<file path="src/rtl/alu_result_queue.sv">
// alu_result_queue: buffers ALU results plus derived {ovf,neg,zero} flags for writeback.
// Define ALU_STICKY_OVF_EN to add the ovf_clr input and the ovf_sticky output.
module alu_result_queue #(
  parameter int unsigned WIDTH = 32,
  parameter int unsigned DEPTH = 2,
  localparam int unsigned CW = $clog2(DEPTH) + 1
) (
  input  logic             clk,
  input  logic             rst_n,
  input  logic             in_valid,
  output logic             in_ready,
  input  logic [WIDTH-1:0] in_a,
  input  logic [WIDTH-1:0] in_b,
  input  logic [WIDTH-1:0] in_sum,
  input  logic [2:0]       in_gin,
  output logic             out_valid,
  input  logic             out_ready,
  output logic [WIDTH-1:0] out_sum,
  output logic [2:0]       out_flag,
  output logic [2:0]       cc_flag,
  output logic [CW-1:0]    count
`ifdef ALU_STICKY_OVF_EN
  ,
  input  logic             ovf_clr,
  output logic             ovf_sticky
`endif
);

  localparam int unsigned PW  = $clog2(DEPTH);
  localparam int unsigned Msb = WIDTH - 1;
  localparam logic [2:0] GinAdd = 3'b010;
  localparam logic [2:0] GinSub = 3'b110;

  logic [WIDTH-1:0] sum_mem_q  [DEPTH];
  logic [2:0]       flag_mem_q [DEPTH];
  logic [PW-1:0]    wr_ptr_q, wr_ptr_d;
  logic [PW-1:0]    rd_ptr_q, rd_ptr_d;
  logic [CW-1:0]    count_q, count_d;
  logic [2:0]       cc_q, cc_d;
  logic             enq, deq;
  logic             in_ovf;
  logic [2:0]       in_flag;
  logic [2:0]       head_flag;

  // Only operand sign bits feed overflow detection.
  logic unused_operand_bits;
  assign unused_operand_bits = ^{in_a[Msb-1:0], in_b[Msb-1:0]};

  always_comb begin
    in_ovf = 1'b0;
    case (in_gin)
      GinAdd:  in_ovf = (in_a[Msb] == in_b[Msb]) && (in_sum[Msb] != in_a[Msb]);
      GinSub:  in_ovf = (in_a[Msb] != in_b[Msb]) && (in_sum[Msb] != in_a[Msb]);
      default: in_ovf = 1'b0;
    endcase
  end

  assign in_flag = {in_ovf, in_sum[Msb], (in_sum == '0)};

  assign in_ready  = (count_q != CW'(DEPTH));
  assign out_valid = (count_q != '0);
  assign enq       = in_valid && in_ready;
  assign deq       = out_valid && out_ready;

  assign head_flag = flag_mem_q[rd_ptr_q];
  assign out_sum   = out_valid ? sum_mem_q[rd_ptr_q] : '0;
  assign out_flag  = out_valid ? head_flag : '0;
  assign cc_flag   = cc_q;
  assign count     = count_q;

  always_comb begin
    wr_ptr_d = wr_ptr_q;
    rd_ptr_d = rd_ptr_q;
    count_d  = count_q;
    cc_d     = cc_q;
    if (enq) wr_ptr_d = wr_ptr_q + 1'b1;
    if (deq) begin
      rd_ptr_d = rd_ptr_q + 1'b1;
      cc_d     = head_flag;
    end
    case ({enq, deq})
      2'b10:   count_d = count_q + 1'b1;
      2'b01:   count_d = count_q - 1'b1;
      default: count_d = count_q;
    endcase
  end

  always_ff @(posedge clk or negedge rst_n) begin
    if (!rst_n) begin
      wr_ptr_q <= '0;
      rd_ptr_q <= '0;
      count_q  <= '0;
      cc_q     <= '0;
    end else begin
      wr_ptr_q <= wr_ptr_d;
      rd_ptr_q <= rd_ptr_d;
      count_q  <= count_d;
      cc_q     <= cc_d;
    end
  end

  always_ff @(posedge clk or negedge rst_n) begin
    if (!rst_n) begin
      for (int unsigned i = 0; i < DEPTH; i++) begin
        sum_mem_q[i]  <= '0;
        flag_mem_q[i] <= '0;
      end
    end else if (enq) begin
      sum_mem_q[wr_ptr_q]  <= in_sum;
      flag_mem_q[wr_ptr_q] <= in_flag;
    end
  end

`ifdef ALU_STICKY_OVF_EN
  logic sticky_q, sticky_d;

  // A dequeued overflow outranks a simultaneous clear.
  always_comb begin
    sticky_d = sticky_q;
    if (deq && head_flag[2]) sticky_d = 1'b1;
    else if (ovf_clr)        sticky_d = 1'b0;
  end

  always_ff @(posedge clk or negedge rst_n) begin
    if (!rst_n) sticky_q <= 1'b0;
    else        sticky_q <= sticky_d;
  end

  assign ovf_sticky = sticky_q;
`endif

endmodule

</file>
<file path="config.mk">
export PLATFORM = sky130hd
export DESIGN_NAME = alu_result_queue
export DESIGN_NICKNAME = d
export VERILOG_FILES = /design/src/rtl/alu_result_queue.sv
export SDC_FILE = /design/constraint.sdc
export NUM_CORES = 1
export LEC_CHECK = 0
export CAP_MARGIN = 20
export CORE_MARGIN = 3
export CORE_UTILIZATION = 44
export CTS_BUF_LIST = sky130_fd_sc_hd__clkbuf_4
export DETAILED_ROUTE_END_ITERATION = 16
export GPL_TIMING_DRIVEN = 0
export PLACE_DENSITY = 0.9
export SLEW_MARGIN = 20
export SYNTH_ARGS = -nofsm -noshare
export SYNTH_HDL_FRONTEND = slang
export SYNTH_SLANG_ARGS = --single-unit
</file>
<file path="constraint.sdc">
create_clock -name clk -period 2 [get_ports clk]
set_clock_uncertainty 0.2 [all_clocks]
set_input_delay 0.2 -clock clk [delete_from_list [all_inputs] [get_ports clk]]
set_output_delay 0.2 -clock clk [all_outputs]
set_load 0.01 [all_outputs]
</file>
==> impl_metrics.csv <==
group,metric,value,unit
global_routing,grt_first_pass_wirelength,13.5,mm
power,p_seq_share,33.6,%
job,maxCapViolations,0,
place,pre_cts_ws,-0.704,ns
critical_path,path_max_fanout,5,
place,dp_hpwl,5.80,mm
route,drc,0,
clock_tree,clockBufferDepth,2,
floorplan,coreArea,7490,sq um
synth,syn-cell-area,3500,sq um
critical_path,critPathArrivalTime,1.60,ns
cells_and_area,fin_nets,492,
floorplan,die_area,9050,sq um
synth,ys_seq_area_share,53.7,%
floorplan,io_pins,145,
route,ant_nets,0,
sta,hold_viol,0,
critical_path,cp-end-kind,"primary output",
cells_and_area,num_antenna_cells,0,
floorplan,start_util,46.7,%
clock_tree,h-tree-depth,3,
sta,fmax,500,MHz
clock_tree,cts_tree,"built",
critical_path,rrSetupSlack,0.09,ns
synth,synth_cell_types,24,
synth,syn_area_per_cell,13.0,sq um
sta,worst_slack,0.00000666,ns
global_routing,gr-total-overflow,0,
route,routed_via_density,5.22,
power,vdd_drop_max,838,uV
clock_tree,path_clk_slew,0.12,ns
place,io_buffers,82,
power,combPwrFrac,53.7,%
cells_and_area,area_delta_synth_final,36.3,%
sta,post-route-min-period,2.00,ns
critical_path,crit_path_end,"out_sum[13]",
critical_path,critPathRequiredTime,1.60,ns
power,power_frac_clock,12.6,%
global_routing,grt_start_max_net_pins,54,
floorplan,fp.dieW,95.2,um
synth,ys_ff_latch,75,
sta,slew_violations,0,
global_routing,grt_pass1_vias,2664,
cells_and_area,layout_common_cells,"73 x dfrtp_1, 44 x clkdlybuf4s50_1, 37 x mux2_2",
power,p_int,0.00503,W
sta,tns,0,ns
sta,max_slew.worst_pin.slew,0.553,ns
synth,ys.warnings.count,0,
synth,synth_fp_nets,374,
synth,netlist_instances,270,
cells_and_area,drive_above_1_share,34.1,%
global_routing,antenna_found_initial,0,
sta,setup_viol,0,
place,gp_congestion,0.796,
global_routing,grt_use_total,19.7,%
route,firstDrtPassIters,4,
floorplan,die_h,95.2,um
cells_and_area,final_common_cell,"dfrtp_1",
route,wl_per_cell,17.1,um
critical_path,critPathKind,"reg -> out",
route,vias,2567,
critical_path,r2r-end,"count[1]$_DFFE_PN0P_",
sta,period_share,100,%
clock_tree,clock-sinks,75,
critical_path,start_kind,"flop",
sta,max-slew-margin-rel,62.8,%
clock_tree,cts-buffers-inserted,9,
sta,rsz0062_at_grt,"yes",
power,power_density,1660,nW/um^2
critical_path,crit_start,"count[0]$_DFFE_PN0P_",
critical_path,r2r-start,"count[1]$_DFFE_PN0P_",
route,drt-initial-drc-count,117,
hold_path,hp-class,"in -> async",
route,routed_wl,8.41,mm
power,power_leakage,2.19,nW
floorplan,std_cell_rows,31,
power,switching_share,36.3,%
status,outcome,"completed",
critical_path,ff2ff_path_depth,6,
clock_tree,clk-insertion-delay-late,0.39,ns
clock_tree,clockRootBuffer,"clkbuf_4",
power,p_switching,0.00287,W
-- through the flow --
step | power, W | area [sq um] | hold slack [ns] | utilization [%] | instances
5_1_grt | 0.00840 | 4770 | 0.0156 | 63.7 | 492
6_report | 0.00790 | 4770 | 0.0229 | 63.7 | 492
3_5_place_dp | 0.00681 | 4470 | -0.0728 | 59.7 | 452
4_1_cts | 0.00781 | 4710 | 0.000458 | 62.9 | 487
3_3_place_gp | 0.00664 | 4440 | 0.264 | 59.3 | 451
2_1_floorplan | 0.00494 | 3500 | -0.296 | - | 270
-- routing by layer --
metal | vias to the layer above | GRT usage [%] | part of all wire, %
met5 | - | 0 | 0
met4 | 0 | 6.85 | 0.71
met3 | 5 | 2.92 | 4.4
met2 | 73 | 34.1 | 53
met1 | 1298 | 24.9 | 42
li1 | 1191 | - | -
-- synth_stat cells, drive strengths merged --
master | n | share of area, %
buf | 12 | 2.6
clkbuf | 3 | 0.32
dfrtp | 75 | 54
ha | 1 | 0.36
inv | 5 | 0.61
mux2 | 64 | 21
mux2i | 35 | 10
nand2 | 5 | 0.54
nand2b | 1 | 0.18
nand3 | 2 | 1.0
nand4 | 2 | 0.36
nor2 | 36 | 3.9
nor2b | 3 | 0.75
nor4 | 8 | 1.4
o21ai | 5 | 0.72
o31ai | 8 | 1.7
xnor2 | 3 | 0.75
xor2 | 2 | 0.50
-- what timing repair did --
item	CTS	global route
hold buffers	1	0
pin swaps	1	3
gates resized for setup	153	16
cloned	0	0
buffers inserted	19	5
endpoints found under the hold margin	75	0
setup endpoints to repair	38	37
-- sequential cells by signal, indices dropped and copies added (netlist names) --
| signal | flops |
|---|---|
| wr_ptr_q | 1 |
| flag_mem_q | 6 |
| sum_mem_q | 62 |
| rd_ptr_q | 1 |
| count | 2 |
| cc_flag | 3 |
-- power groups by stage --
stage,clock [W],sequential (W),combinational (W)
after global routing,0.00108,0.00275,0.00457
after CTS,0.00103,0.00265,0.00413
after floorplan,0,0.00257,0.00237
after detailed placement,0,0.00265,0.00415
final,0.000999,0.00266,0.00424
after global placement,0,0.00260,0.00404
-- layout make-up --
class	count	area, sq um
plain buffers	14	163
clock buffers	9	67.6
clock inverters	7	82.6
fillers	568	2720
inverters	5	21.3
multi-input cells	175	1530
flip-flops and latches	75	1880
well taps	99	124
repair buffers	108	900
-- logic make-up after synthesis --
group           after synthesis  synth area share [%]
simple gates                 57                  8.12
xor+xnor                      5                  1.25
mux                          99                  30.6
fa+ha+maj                     1                 0.358
compound gates               13                  2.43
buf+inv                      20                  3.54
flops                        75                  53.7
-- critical path, cell delays in order, from the launching register on --
cell and delay (ns):
dfrtp_2 0.46, nor2_4 0.22, clkbuf_8 0.20, buf_4 0.13
nor2_1 0.06, buf_2 0.14
-- worst min-delay path by stage --
stage,startpoint,to,depth (start not counted)
floorplan,rst_n,cc_flag[0]$_DFFE_PN0P_,0
global placement,cc_flag[2]$_DFFE_PN0P_,cc_flag[2]$_DFFE_PN0P_,2
detailed placement,rst_n,sum_mem_q[21]$_DFFE_PN0P_,1
CTS,rst_n,sum_mem_q[21]$_DFFE_PN0P_,2
global route,rst_n,sum_mem_q[53]$_DFFE_PN0P_,2
finish,rst_n,sum_mem_q[53]$_DFFE_PN0P_,2
(Power assumes the default switching activity.)
